File: src/rtl/hyperbus_burst_splitter.sv
// Splits one linear word-granular transfer into HyperBus-legal chunks bounded by the
// configured burst cap, an aligned address boundary and the burst field width.
module hyperbus_burst_splitter #(
  parameter int unsigned BurstWidth    = 15,
  parameter int unsigned LenWidth      = 32,
  parameter int unsigned BoundaryBytes = 1024
) (
  input  logic                  clk_i,
  input  logic                  rst_i,
  input  logic [15:0]           cfg_max_words_i,
  input  logic                  in_valid_i,
  output logic                  in_ready_o,
  input  logic                  in_write_i,
  input  logic                  in_addr_space_i,
  input  logic                  in_burst_type_i,
  input  logic [31:0]           in_addr_i,
  input  logic [LenWidth-1:0]   in_len_i,
  output logic                  out_valid_o,
  input  logic                  out_ready_i,
  output logic                  out_write_o,
  output logic                  out_addr_space_o,
  output logic                  out_burst_type_o,
  output logic [31:0]           out_addr_o,
  output logic [BurstWidth-1:0] out_burst_o,
  output logic                  out_last_o,
  output logic                  err_o,
  output logic                  busy_o
);

  localparam int unsigned CW   = LenWidth + 1;
  localparam int unsigned BndW = $clog2(BoundaryBytes);
  localparam logic [CW-1:0] MaxBurst = CW'((2 ** BurstWidth) - 1);
  localparam logic [CW-1:0] BndWords = CW'(BoundaryBytes / 2);

  localparam logic [0:0] StIdle  = 1'b0;
  localparam logic [0:0] StIssue = 1'b1;

  logic [0:0]          state_q, state_d;
  logic [31:0]         addr_q, addr_d;
  logic [LenWidth-1:0] rem_q, rem_d;
  logic [15:0]         cfg_q, cfg_d;
  logic                write_q, write_d;
  logic                space_q, space_d;
  logic                btype_q, btype_d;
  logic                err_q, err_d;

  logic [CW-1:0] cap_cfg, to_bnd, chunk;

  // Chunk size is the minimum of all caps, evaluated one bit wider than the length.
  always_comb begin
    cap_cfg = (cfg_q == '0) ? '1 : CW'(cfg_q);
    to_bnd  = BndWords - CW'(addr_q[BndW-1:1]);
    chunk   = CW'(rem_q);
    if (cap_cfg < chunk)  chunk = cap_cfg;
    if (to_bnd < chunk)   chunk = to_bnd;
    if (MaxBurst < chunk) chunk = MaxBurst;
  end

  always_comb begin
    in_ready_o       = (state_q == StIdle);
    out_valid_o      = (state_q == StIssue);
    busy_o           = (state_q == StIssue);
    err_o            = err_q;
    out_write_o      = write_q;
    out_addr_space_o = space_q;
    out_burst_type_o = btype_q;
    out_addr_o       = addr_q;
    out_burst_o      = chunk[BurstWidth-1:0];
    out_last_o       = (chunk == CW'(rem_q));
  end

  always_comb begin
    state_d = state_q;
    addr_d  = addr_q;
    rem_d   = rem_q;
    cfg_d   = cfg_q;
    write_d = write_q;
    space_d = space_q;
    btype_d = btype_q;
    err_d   = 1'b0;
    case (state_q)
      StIdle: begin
        if (in_valid_i) begin
          addr_d  = in_addr_i & ~32'h1;
          rem_d   = in_len_i;
          cfg_d   = cfg_max_words_i;
          write_d = in_write_i;
          space_d = in_addr_space_i;
          btype_d = in_burst_type_i;
          if (in_len_i == '0) err_d = 1'b1;
          else                state_d = StIssue;
        end
      end
      StIssue: begin
        if (out_ready_i) begin
          // Address wraps naturally at 2^32.
          addr_d = addr_q + (32'(chunk[BurstWidth-1:0]) << 1);
          rem_d  = rem_q - chunk[LenWidth-1:0];
          if (out_last_o) state_d = StIdle;
        end
      end
      default: state_d = StIdle;
    endcase
  end

  always_ff @(posedge clk_i) begin
    if (rst_i) begin
      state_q <= StIdle;
      addr_q  <= '0;
      rem_q   <= '0;
      cfg_q   <= '0;
      write_q <= 1'b0;
      space_q <= 1'b0;
      btype_q <= 1'b0;
      err_q   <= 1'b0;
    end else begin
      state_q <= state_d;
      addr_q  <= addr_d;
      rem_q   <= rem_d;
      cfg_q   <= cfg_d;
      write_q <= write_d;
      space_q <= space_d;
      btype_q <= btype_d;
      err_q   <= err_d;
    end
  end

endmodule

File: config.mk
export PLATFORM = sky130hd
export DESIGN_NAME = hyperbus_burst_splitter
export DESIGN_NICKNAME = d
export VERILOG_FILES = /design/src/rtl/hyperbus_burst_splitter.sv
export SDC_FILE = /design/constraint.sdc
export NUM_CORES = 1
export LEC_CHECK = 0
export ABC_CLOCK_PERIOD_IN_PS = 8800
export CAP_MARGIN = 10
export CORE_ASPECT_RATIO = 0.6
export CORE_MARGIN = 2
export CORE_UTILIZATION = 45
export DETAILED_ROUTE_END_ITERATION = 6
export GPL_ROUTABILITY_DRIVEN = 0
export PLACE_DENSITY_LB_ADDON = 0.2
export SYNTH_ARGS = -nofsm -noshare
export SYNTH_HDL_FRONTEND = slang
export SYNTH_SLANG_ARGS = --single-unit
export TNS_END_PERCENT = 100
File: constraint.sdc
create_clock -name clk_i -period 8.8 [get_ports clk_i]
set_input_delay 0.88 -clock clk_i [delete_from_list [all_inputs] [get_ports clk_i]]
set_output_delay 0.88 -clock clk_i [all_outputs]
set_load 0.01 [all_outputs]
==> results of run 1 <==
[cell usage after synthesis, types with 9 or more instances]
| cell | n |
|---|---|
| sky130_fd_sc_hd__a2111oi_0 | 15 |
| sky130_fd_sc_hd__a211oi_1 | 28 |
| sky130_fd_sc_hd__a21o_1 | 18 |
| sky130_fd_sc_hd__a21oi_1 | 96 |
| sky130_fd_sc_hd__a221oi_1 | 12 |
| sky130_fd_sc_hd__a22oi_1 | 10 |
| sky130_fd_sc_hd__a31oi_1 | 12 |
| sky130_fd_sc_hd__buf_1 | 9 |
| sky130_fd_sc_hd__clkbuf_1 | 35 |
| sky130_fd_sc_hd__dfxtp_1 | 84 |
| sky130_fd_sc_hd__ha_1 | 86 |
| sky130_fd_sc_hd__inv_1 | 64 |
| sky130_fd_sc_hd__mux2i_1 | 35 |
| sky130_fd_sc_hd__nand2_1 | 104 |
| sky130_fd_sc_hd__nand3_1 | 18 |
| sky130_fd_sc_hd__nand4_1 | 15 |
| sky130_fd_sc_hd__nor2_1 | 82 |
| sky130_fd_sc_hd__nor3_1 | 27 |
| sky130_fd_sc_hd__nor4_1 | 19 |
| sky130_fd_sc_hd__o21ai_0 | 35 |
| sky130_fd_sc_hd__o21bai_1 | 9 |
| sky130_fd_sc_hd__or2_2 | 18 |
| sky130_fd_sc_hd__xnor2_1 | 18 |
| sky130_fd_sc_hd__xor2_1 | 17 |
[sequential cells by signal, indices dropped and copies added (netlist names)]
| signal | cells |
|---|---|
| out_burst_type_o | 1 |
| out_write_o | 1 |
| err_o | 1 |
| out_addr_space_o | 1 |
| rem_q | 32 |
| cfg_q | 16 |
| out_addr_o | 31 |
| busy_o | 1 |
[worst min path at each step]
stage	startpoint	endpoint	slack [ns]	cells past startpoint
after CTS	out_burst_type_o	out_burst_type_o	0.46	2
after detailed placement	out_burst_type_o	out_burst_type_o	0.45	2
final	out_burst_type_o	out_burst_type_o	0.46	2
after global placement	out_addr_space_o	out_addr_space_o	0.44	2
after global routing	out_burst_type_o	out_burst_type_o	0.49	2
after floorplan	cfg_q[4]	cfg_q[4]	0.44	2
[logic make-up (layout without fill, tap and decap cells)]
group,count (synthesis),after routing,share of synthesized area (%)
and+or+nand+nor,335,335,20.9
AOI/OAI and AO/OA,304,304,26.4
buffers and inverters,119,236,6.43
adders and majority gates,88,88,14.4
xor gates and xnor gates,35,35,3.95
DFF,84,84,21.7
muxes,46,46,6.16
other,2,32,0.0968
[area by class of cell]
| type | count | share of cell area [%] |
|---|---|---|
| Multi-Input combinational cell | 840 | 58.8 |
| Sequential cell | 84 | 17.2 |
| Timing Repair Buffer | 155 | 15.4 |
| Tap cell | 234 | 2.99 |
| Inverter | 65 | 2.49 |
| Clock buffer | 10 | 2.44 |
| Clock inverter | 6 | 0.716 |
[layout by cell type, fill, tap and decap left out, types with 9 or more instances in the layout]
| master | count |
|---|---|
| sky130_fd_sc_hd__a221oi_1 | 12 |
| sky130_fd_sc_hd__nor2_1 | 80 |
| sky130_fd_sc_hd__o21ai_0 | 35 |
| sky130_fd_sc_hd__a21oi_1 | 96 |
| sky130_fd_sc_hd__nand3_1 | 18 |
| sky130_fd_sc_hd__o21bai_1 | 9 |
| sky130_fd_sc_hd__a31oi_1 | 12 |
| sky130_fd_sc_hd__dfxtp_1 | 84 |
| sky130_fd_sc_hd__clkdlybuf4s50_1 | 133 |
| sky130_fd_sc_hd__mux2i_1 | 32 |
| sky130_fd_sc_hd__a21o_1 | 18 |
| sky130_fd_sc_hd__clkbuf_16 | 9 |
| sky130_fd_sc_hd__a22oi_1 | 10 |
| sky130_fd_sc_hd__or2_2 | 18 |
| sky130_fd_sc_hd__xnor2_1 | 18 |
| sky130_fd_sc_hd__nand2_1 | 103 |
| sky130_fd_sc_hd__conb_1 | 32 |
| sky130_fd_sc_hd__buf_4 | 20 |
| sky130_fd_sc_hd__nor3_1 | 27 |
| sky130_fd_sc_hd__nand4_1 | 15 |
| sky130_fd_sc_hd__xor2_1 | 17 |
| sky130_fd_sc_hd__nor4_1 | 18 |
| sky130_fd_sc_hd__a2111oi_0 | 15 |
| sky130_fd_sc_hd__a211oi_1 | 26 |
| sky130_fd_sc_hd__inv_1 | 64 |
| sky130_fd_sc_hd__ha_1 | 86 |
[per-layer routing]
layer  vias to the layer above  wire length, microns
met3                        29                  2350
li1                       4003                     -
met2                       313                  9990
met4                         0                   416
met1                      3732                 12500
met5                         -                     0
[worst min-delay path: stages, from the launching register on]
cell and delay [ns]:
sky130_fd_sc_hd__dfxtp_1 0.31, sky130_fd_sc_hd__nand2_1 0.05, sky130_fd_sc_hd__a21oi_1 0.05
[metrics by stage]
step / hold slack, ns / setup TNS (ns) / util, % / instance area (sq um)
3_5_place_dp: 0.453 / 0 / 55.2 / 9380
4_1_cts: 0.463 / 0 / 57.1 / 9690
6_report: 0.457 / 0 / 57.6 / 9780
5_1_grt: 0.493 / -0.00310 / 57.6 / 9780
2_1_floorplan: 0.444 / 0 / - / 7870
3_3_place_gp: 0.445 / 0 / 55.2 / 9380
[where the power goes]
part | internal (mW) | leakage, nW | switching [mW]
Sequential | 0.419 | 0.693 | 0.0502
Combinational | 0.583 | 3.23 | 0.710
Clock | 0.231 | 0.153 | 0.183
Total | 1.23 | 4.08 | 0.943
[repair_timing]
action	CTS	global route
setup endpoints to repair	0	11
hold endpoints to repair	0	0
setup buffers	0	7
resized for setup	0	7
==> load_flow_metrics.sql, run 1 <==
INSERT INTO impl_metrics (metric_group, metric, value, unit) VALUES
('worst_setup_path', 'start_kind', 'flip-flop', ''),
('timing', 'maxSlewHeadroom', '16.8', '%'),
('cells_and_area', 'n_fill_cell', '1636', ''),
('worst_setup_path', 'r2r_slack', '0.69', 'ns'),
('global_routing', 'grt_antenna_before_repair', '0', ''),
('worst_setup_path', 'worstReg2RegEnd', 'rem_q[20]', ''),
('worst_setup_path', 'worstReg2RegStart', 'cfg_q[15]', ''),
('die', 'num_io_pins', '142', ''),
('yosys', 'post_synth_num_cell_types', '80', ''),
('outcome', 'status', 'complete, no violations', ''),
('cts', 'clock_tree.root_cell', 'sky130_fd_sc_hd__clkbuf_16', ''),
('placed_design', 'io_buffer_count', '134', ''),
('worst_setup_path', 'cp_top_family', 'compound AO/OA/AOI/OAI gates', ''),
('global_routing', 'gr-max-usage-layer', 'met1', ''),
('timing', 'final_period_minus_worst_setup_slack', '8.46', 'ns'),
('cts', 'clkSinkCount', '84', ''),
('die', 'die_h', '106', 'microns'),
('timing', 'worst_slack', '0.343', 'ns'),
('cells_and_area', 'register_area', '1680', 'sq um'),
('worst_setup_path', 'max_incr_delay_on_cp', '0.53', 'ns'),
('cells_and_area', 'multi_input_comb_area', '5750', 'sq um'),
('drt', 'drt_first_iter_violations', '812', ''),
('worst_setup_path', 'critPathLaunch', 'cfg_q[15]', ''),
('worst_setup_path', 'startpoint_to_endpoint_class_of_the_critical_path', 'flip-flop to output port', ''),
('yosys', 'synth.area.top_cells', 'sky130_fd_sc_hd__dfxtp_1 22%, sky130_fd_sc_hd__ha_1 14%, sky130_fd_sc_hd__a21oi_1 6.2%', ''),
('worst_setup_path', 'worst-r2r-cell-count', '31', ''),
('timing', 'fmax', '0.118', 'GHz'),
('timing', 'tightestPinTransition', '1.25', 'ns'),
('cells_and_area', 'areaGrowthSynthToFinish', '26.0', '%'),
('timing', 'timing_hold_violations_final', '0', ''),
('yosys', 'count_of_flip_flops_with_a_built_in_enable_after_synthesis', '0', ''),
('cts', 'post_cts_hold_buffer_count', '0', ''),
('min_path', 'min_path_type', 'flip-flop to flip-flop', ''),
('yosys', 'synth_flop_cell', 'sky130_fd_sc_hd__dfxtp_1', ''),
('global_routing', 'overflow', '0', ''),
('yosys', 'post_synthesis_register_bit_count', '84', ''),
('power', 'p_total', '2.18', 'mW'),
('worst_setup_path', 'critPathMaxFanout', '28', ''),
('worst_setup_path', 'crit_slowest_cell', 'sky130_fd_sc_hd__clkdlybuf4s50_1', ''),
('yosys', 'synth.avg_cell_area', '7.66', 'sq um'),
('global_routing', 'grt.total_usage', '26.7', '%'),
('yosys', 'ys.warnings.count', '0', ''),
('worst_setup_path', 'cpMostUsedCell', 'sky130_fd_sc_hd__o21ai_0', ''),
('flow_run', 'maxCapViolations', '0', ''),
('timing', 'report.final.setup_viol', '0', ''),
('die', 'floorplan_core_area', '17000', 'sq um'),
('worst_setup_path', 'critical_path.endpoint_type', 'output port', ''),
('cts', 'clock_tree_from_tritoncts', 'done', ''),
('cts', 'cts-root-to-sink-buffers', '2', ''),
('die', 'chipWidth', '174', 'microns'),
('placed_design', 'hpwlAfterDp', '18800', 'microns'),
('yosys', 'syn-cell-area', '7760', 'sq um'),
('cts', 'worst_skew_pair.late_latency', '0.35', 'ns'),
('cts', 'tritoncts.num_buffers', '9', ''),
('placed_design', 'placedCellCount', '1371', ''),
('power', 'power-per-cell-area', '222', 'nW/um^2'),
('die', 'rows', '37', ''),
('drt', 'vias', '8077', ''),
('worst_setup_path', 'crit_cells', '28', ''),
('worst_setup_path', 'worstPathBufferInverterCount', '4', ''),
('global_routing', 'gr-usage-met3', '6.96', '%'),
('timing', 'timing_max_transition_violations_final', '0', ''),
('worst_setup_path', 'timing.critical_path.to', 'out_last_o', ''),
('cells_and_area', 'diodes', '0', ''),
('drt', 'detail_route.drc_violations', '0', ''),
('drt', 'drt-pass1-iter-count', '5', ''),
('power', 'peakVddDrop', '112', 'uV'),
('cells_and_area', 'layout-drive-gt1-share', '7.07', '%'),
('global_routing', 'grt_util_met1', '39.5', '%'),
('yosys', 'synth_cells', '1013', ''),
('global_routing', 'grt_pass1_vias', '7311', '');
(Power assumes the default switching activity.)
==> run 2: changes to the inputs <==
Settings changed: CORE_ASPECT_RATIO 0.6 to default.
==> load_flow_metrics.sql, run 2 (same netlist as run 1, synthesis figures left out) <==
INSERT INTO impl_metrics (metric_group, metric, value, unit) VALUES
('global_routing', 'first_pass_grt_wire_length', '38700', 'microns'),
('power', 'p_leak', '4.02', 'nW'),
('drt', 'avgViaCountPerCell', '5.85', ''),
('flow_run', 'maxCapViolations', '0', ''),
('global_routing', 'grt_pass1_vias', '7626', ''),
('global_routing', 'grt_antenna_before_repair', '0', ''),
('die', 'initial_core_util', '45.5', '%'),
('cells_and_area', 'layout-drive-gt1-share', '5.83', '%'),
('cells_and_area', 'nets', '1320', ''),
('placed_design', 'preCtsSetupSlack', '0.603', 'ns'),
('cts', 'clock_tree.root_cell', 'sky130_fd_sc_hd__clkbuf_16', ''),
('drt', 'vias', '8037', ''),
('die', 'die_h', '135', 'microns'),
('placed_design', 'io_buffer_count', '134', ''),
('drt', 'drt_first_iter_violations', '489', ''),
('drt', 'detail_route.drc_violations', '0', ''),
('drt', 'route.detailed.wl_per_inst', '17.5', 'microns'),
('drt', 'wirelength', '24100', 'microns'),
('timing', 'timing_max_transition_violations_final', '0', ''),
('worst_setup_path', 'required', '7.92', 'ns'),
('cells_and_area', 'layout.cells.most_common_list', '133 x sky130_fd_sc_hd__clkdlybuf4s50_1, 103 x sky130_fd_sc_hd__nand2_1, 96 x sky130_fd_sc_hd__a21oi_1', ''),
('worst_setup_path', 'crit_arrival', '7.50', 'ns'),
('worst_setup_path', 'start_kind', 'flip-flop', ''),
('cts', 'cts-root-to-sink-buffers', '2', ''),
('cells_and_area', 'flip_flop_count_of_the_largest_register_all_copies_and_words_added', '32', ''),
('timing', 'maxSlewHeadroom', '34.6', '%'),
('power', 'power-per-cell-area', '218', 'nW/um^2'),
('timing', 'fmax', '0.119', 'GHz'),
('outcome', 'status', 'complete, no violations', ''),
('placed_design', 'dpl-instance-area', '9340', 'sq um'),
('cells_and_area', 'areaGrowthSynthToFinish', '24.5', '%'),
('timing', 'final_period_minus_worst_setup_slack', '8.38', 'ns'),
('cells_and_area', 'stdcell_area', '9660', 'sq um'),
('cts', 'clkTransAtPathRegs', '0.07', 'ns'),
('timing', 'totalNegativeSetupSlack', '0', 'ns'),
('timing', 'tightestPinTransition', '0.980', 'ns'),
('power', 'p_total', '2.10', 'mW'),
('cells_and_area', 'final_util', '56.6', '%'),
('cells_and_area', 'n_fill_cell', '1664', ''),
('timing', 'finalCritPeriodShare', '95.3', '%'),
('timing', 'timing_hold_violations_final', '0', ''),
('cts', 'clock_tree_from_tritoncts', 'done', ''),
('cells_and_area', 'diodes', '0', ''),
('cts', 'htree_levels', '3', ''),
('die', 'rows', '48', ''),
('min_path', 'min_path_type', 'flip-flop to flip-flop', ''),
('worst_setup_path', 'critPathMaxFanout', '33', ''),
('cts', 'post_cts_buffers', '0', ''),
('cts', 'clkSinkCount', '84', ''),
('timing', 'worst_slack', '0.418', 'ns'),
('timing', 'setup_skew_after_layout', '0.0115', 'ns'),
('placed_design', 'hpwlAfterDp', '17700', 'microns'),
('global_routing', 'grt.total_usage', '26.5', '%'),
('cells_and_area', 'layout_commonest_cell', 'sky130_fd_sc_hd__clkdlybuf4s50_1', ''),
('worst_setup_path', 'critical_path.endpoint_type', 'output port', ''),
('worst_setup_path', 'startpoint_to_endpoint_class_of_the_critical_path', 'flip-flop to output port', ''),
('timing', 'report.final.setup_viol', '0', ''),
('cts', 'worst_skew_pair.late_latency', '0.36', 'ns'),
('die', 'die-area', '18300', 'sq um'),
('worst_setup_path', 'r2r_slack', '0.87', 'ns'),
('global_routing', 'grt_max_degree', '88', ''),
('global_routing', 'overflow', '0', ''),
('die', 'chipWidth', '135', 'microns'),
('drt', 'drt.antenna.violating_nets', '0', ''),
('cts', 'tritoncts.num_buffers', '9', ''),
('drt', 'drt-pass1-iter-count', '5', ''),
('die', 'num_io_pins', '142', ''),
('power', 'peakVddDrop', '120', 'uV'),
('die', 'floorplan_core_area', '17100', 'sq um'),
('cells_and_area', 'registers.top_by_ff_count', 'rem_q', '');
-- run 2: cell count changes in the layout (fill, tap and decap cells not counted), sizes merged --
cell / delta
clkinv: -1
buf: -10
clkinvlp: +2
inv: -1
-- run 2: layout make-up --
class	count	area (sq um)	area share, %
Sequential cell	84	1680	17.4
Inverter	65	244	2.53
Tap cell	225	282	2.91
Clock inverter	6	73.8	0.764
Clock buffer	10	229	2.37
Multi-Input combinational cell	840	5730	59.3
Timing Repair Buffer	145	1420	14.7
-- run 2: through the flow --
stage          instances  hold slack (ns)
6_report            1375            0.455
5_1_grt             1375            0.483
4_1_cts             1375            0.457
3_5_place_dp        1359            0.448
3_3_place_gp        1359            0.444
2_1_floorplan       1043            0.444
-- run 2: report_power, final --
| part | internal (mW) | total [mW] | switching (mW) |
|---|---|---|---|
| Clock | 0.223 | 0.403 | 0.179 |
| Combinational | 0.551 | 1.23 | 0.682 |
| Sequential | 0.419 | 0.467 | 0.0486 |
| Total | 1.19 | 2.10 | 0.910 |
-- run 2: worst paths after layout --
kind,start,end,cells past startpoint
worst max register to register,cfg_q[1],out_addr_o[16],30
worst min-delay path,out_addr_space_o,out_addr_space_o,2
worst min register to register,out_addr_space_o,out_addr_space_o,2
worst max-delay path,cfg_q[1],out_last_o,27
-- run 2: metal layers --
layer / part of all wire, % / GRT usage (%)
met1: 46 / 35.4
met2: 47 / 44.4
met4: 1.6 / 8.10
met3: 5.7 / 3.70
met5: 0 / 0
-- run 2: worst max-delay path, cell delays in order, from the launching register on --
cell and delay (ns):
sky130_fd_sc_hd__dfxtp_1 0.33, sky130_fd_sc_hd__or4_4 0.55, sky130_fd_sc_hd__nor3_4 0.20, sky130_fd_sc_hd__buf_6 0.26, sky130_fd_sc_hd__ha_1 0.29, sky130_fd_sc_hd__a21oi_1 0.14
sky130_fd_sc_hd__o21ai_0 0.10, sky130_fd_sc_hd__a211oi_1 0.40, sky130_fd_sc_hd__o211ai_1 0.26, sky130_fd_sc_hd__o21ai_4 0.36, sky130_fd_sc_hd__buf_4 0.23, sky130_fd_sc_hd__mux2_2 0.36
sky130_fd_sc_hd__inv_1 0.06, sky130_fd_sc_hd__ha_1 0.13, sky130_fd_sc_hd__a211oi_1 0.06, sky130_fd_sc_hd__o21ai_0 0.19, sky130_fd_sc_hd__a21oi_1 0.13, sky130_fd_sc_hd__o21ai_0 0.08
sky130_fd_sc_hd__o21ai_0 0.14, sky130_fd_sc_hd__a311oi_1 0.28, sky130_fd_sc_hd__mux2_4 0.39, sky130_fd_sc_hd__mux2_1 0.36, sky130_fd_sc_hd__ha_1 0.36, sky130_fd_sc_hd__nand2_1 0.09
sky130_fd_sc_hd__nor2_1 0.22, sky130_fd_sc_hd__nand4_1 0.19, sky130_fd_sc_hd__nor4_2 0.29, sky130_fd_sc_hd__clkdlybuf4s50_1 0.65
-- run 2: what timing repair did --
item | in CTS | in global routing
resized for setup | 0 | 4
hold buffers | 0 | 0
endpoints found under the setup margin | 0 | 1
==> run 3: changes to the inputs <==
Settings changed: PLACE_DENSITY_LB_ADDON 0.2 to 0.3.
==> load_flow_metrics.sql, run 3 (same netlist as run 1, synthesis figures left out) <==
INSERT INTO impl_metrics (metric_group, metric, value, unit) VALUES
('die', 'chipWidth', '135', 'microns'),
('timing', 'totalNegativeSetupSlack', '0', 'ns'),
('min_path', 'min_path_type', 'flip-flop to flip-flop', ''),
('die', 'initial_core_util', '45.5', '%'),
('timing', 'timing_hold_violations_final', '0', ''),
('drt', 'wirelength', '23500', 'microns'),
('power', 'power.share.switching', '42.9', '%'),
('timing', 'tightestPinTransition', '1.18', 'ns'),
('drt', 'drt_first_iter_violations', '496', ''),
('cells_and_area', 'registers.top_by_ff_count', 'rem_q', ''),
('power', 'switching_power', '0.908', 'mW'),
('worst_setup_path', 'max_incr_delay_on_cp', '0.65', 'ns'),
('cts', 'clock_tree.root_cell', 'sky130_fd_sc_hd__clkbuf_16', ''),
('worst_setup_path', 'startpoint_to_endpoint_class_of_the_critical_path', 'flip-flop to output port', ''),
('power', 'p_int', '1.21', 'mW'),
('power', 'p_leak', '4.06', 'nW'),
('drt', 'detail_route.drc_violations', '0', ''),
('cells_and_area', 'areaGrowthSynthToFinish', '25.1', '%'),
('timing', 'unrepaired_setup_endpoints_after_global_routing', 'no', ''),
('timing', 'setup_skew_after_layout', '0.00992', 'ns'),
('cts', 'htree_levels', '3', ''),
('worst_setup_path', 'critPathMaxFanout', '33', ''),
('power', 'power_frac_clock', '19.4', '%'),
('cts', 'clock_tree_from_tritoncts', 'done', ''),
('global_routing', 'grt_antenna_before_repair', '0', ''),
('power', 'peakVddDrop', '131', 'uV'),
('power', 'proportion_of_power_drawn_by_combinational_gates', '58.6', '%'),
('cells_and_area', 'layout-drive-gt1-share', '6.32', '%'),
('timing', 'timing_max_transition_violations_final', '0', ''),
('placed_design', 'io_buffer_count', '134', ''),
('global_routing', 'grt_max_degree', '88', ''),
('cells_and_area', 'layout.cells.most_common_list', '133 x sky130_fd_sc_hd__clkdlybuf4s50_1, 103 x sky130_fd_sc_hd__nand2_1, 96 x sky130_fd_sc_hd__a21oi_1', ''),
('worst_setup_path', 'crit_slowest_cell', 'sky130_fd_sc_hd__clkdlybuf4s50_1', ''),
('worst_setup_path', 'start_kind', 'flip-flop', ''),
('placed_design', 'hpwlAfterDp', '17400', 'microns'),
('drt', 'avgViaCountPerCell', '5.86', ''),
('worst_setup_path', 'required', '7.92', 'ns'),
('worst_setup_path', 'critical_path.endpoint_type', 'output port', ''),
('timing', 'maxSlewHeadroom', '21.2', '%'),
('die', 'num_io_pins', '142', ''),
('power', 'power-per-cell-area', '218', 'nW/um^2'),
('cts', 'clkTransAtPathRegs', '0.07', 'ns'),
('worst_setup_path', 'crit_arrival', '7.38', 'ns'),
('timing', 'finalCritPeriodShare', '93.9', '%'),
('global_routing', 'grt_pass1_vias', '7724', ''),
('cells_and_area', 'n_fill_cell', '1654', ''),
('cts', 'tritoncts.num_buffers', '9', ''),
('global_routing', 'overflow', '0', ''),
('cells_and_area', 'layout_commonest_cell', 'sky130_fd_sc_hd__clkdlybuf4s50_1', ''),
('drt', 'drt.antenna.violating_nets', '0', ''),
('flow_run', 'maxCapViolations', '0', ''),
('cells_and_area', 'flip_flop_count_of_the_largest_register_all_copies_and_words_added', '32', ''),
('timing', 'report.final.setup_viol', '0', ''),
('cts', 'post_cts_hold_buffer_count', '0', ''),
('die', 'floorplan_core_area', '17100', 'sq um'),
('die', 'rows', '48', ''),
('global_routing', 'grt.total_usage', '26.0', '%'),
('timing', 'fmax', '0.121', 'GHz'),
('timing', 'final_period_minus_worst_setup_slack', '8.26', 'ns'),
('cts', 'worst_skew_pair.late_latency', '0.36', 'ns'),
('power', 'sequentialPowerShare', '22.1', '%'),
('outcome', 'status', 'complete, no violations', ''),
('drt', 'vias', '8091', ''),
('cts', 'clkSinkCount', '84', ''),
('cells_and_area', 'final_util', '56.9', '%'),
('cells_and_area', 'nets', '1325', ''),
('cts', 'cts-root-to-sink-buffers', '2', ''),
('die', 'die_h', '135', 'microns'),
('drt', 'drt-pass1-iter-count', '6', ''),
('cells_and_area', 'diodes', '0', ''),
('drt', 'route.detailed.wl_per_inst', '17.0', 'microns'),
('global_routing', 'first_pass_grt_wire_length', '38100', 'microns'),
('die', 'die-area', '18300', 'sq um');
run 3: cell types whose count changed in the layout (fill, tap and decap cells not counted), sizes merged:
cell and delta:
buf +5, clkbuf -1, clkinv -1, inv +2
run 3: layout make-up:
cell class | instances | area [sq um] | share of cell area (%)
inverter | 65 | 244 | 2.51
multi-input combinational | 840 | 5730 | 59.0
clock buffer | 9 | 225 | 2.32
timing repair buffer | 150 | 1460 | 15.0
sequential | 84 | 1680 | 17.3
tap | 225 | 282 | 2.90
clock inverter | 7 | 82.6 | 0.851
run 3: timing repair:
action                                  in CTS  in global routing
setup buffers                                0                  5
endpoints found under the setup margin       0                  3
resized for setup                            0                  4
run 3: final timing paths:
path,slack (ns),end,cells past startpoint,from
hold reg to reg,0.46,out_write_o,2,out_write_o
setup reg to reg,0.81,rem_q[26],30,cfg_q[1]
setup / recovery,0.54,out_last_o,27,cfg_q[1]
hold / removal,0.46,out_write_o,2,out_write_o
run 3: power groups by stage:
| stage | clock network, mW | logic, mW | registers [mW] |
|---|---|---|---|
| 2_1_floorplan | 0 | 0.872 | 0.467 |
| 3_3_place_gp | 0 | 1.18 | 0.474 |
| 3_5_place_dp | 0 | 1.20 | 0.475 |
| 4_1_cts | 0.418 | 1.20 | 0.466 |
| 5_1_grt | 0.428 | 1.38 | 0.472 |
| 6_report | 0.410 | 1.24 | 0.467 |
run 3: worst max-delay path, delay by kind of cell, from the launching register on:
family / cells / cell delay (ns)
flip-flops: 1 / 0.32
multiplexers: 3 / 0.99
AND/OR/NAND/NOR: 6 / 1.54
buffers and inverters: 4 / 1.19
adder cells (fa/ha/maj): 3 / 0.78
AO/OA/AOI/OAI: 11 / 2.18
run 3: metal layers:
| metal | vias up | global-route usage [%] | wire length (microns) | share of wire (%) |
|---|---|---|---|---|
| li1 | 3983 | - | - | - |
| met5 | - | 0 | 0 | 0 |
| met1 | 3768 | 34.0 | 10500 | 45 |
| met4 | 0 | 9.66 | 715 | 3.0 |
| met2 | 285 | 43.7 | 10700 | 46 |
| met3 | 55 | 3.70 | 1560 | 6.6 |
run 3: stage by stage:
step	setup slack, ns	hold WS (ns)	power (mW)	area (sq um)	instances
after floorplan	1.32	0.444	1.34	7870	1043
after global placement	0.783	0.444	1.65	9340	1359
after detailed placement	0.650	0.450	1.67	9340	1359
after CTS	0.214	0.460	2.09	9650	1375
after global routing	0.00105	0.479	2.28	9710	1380
final	0.537	0.455	2.12	9710	1380
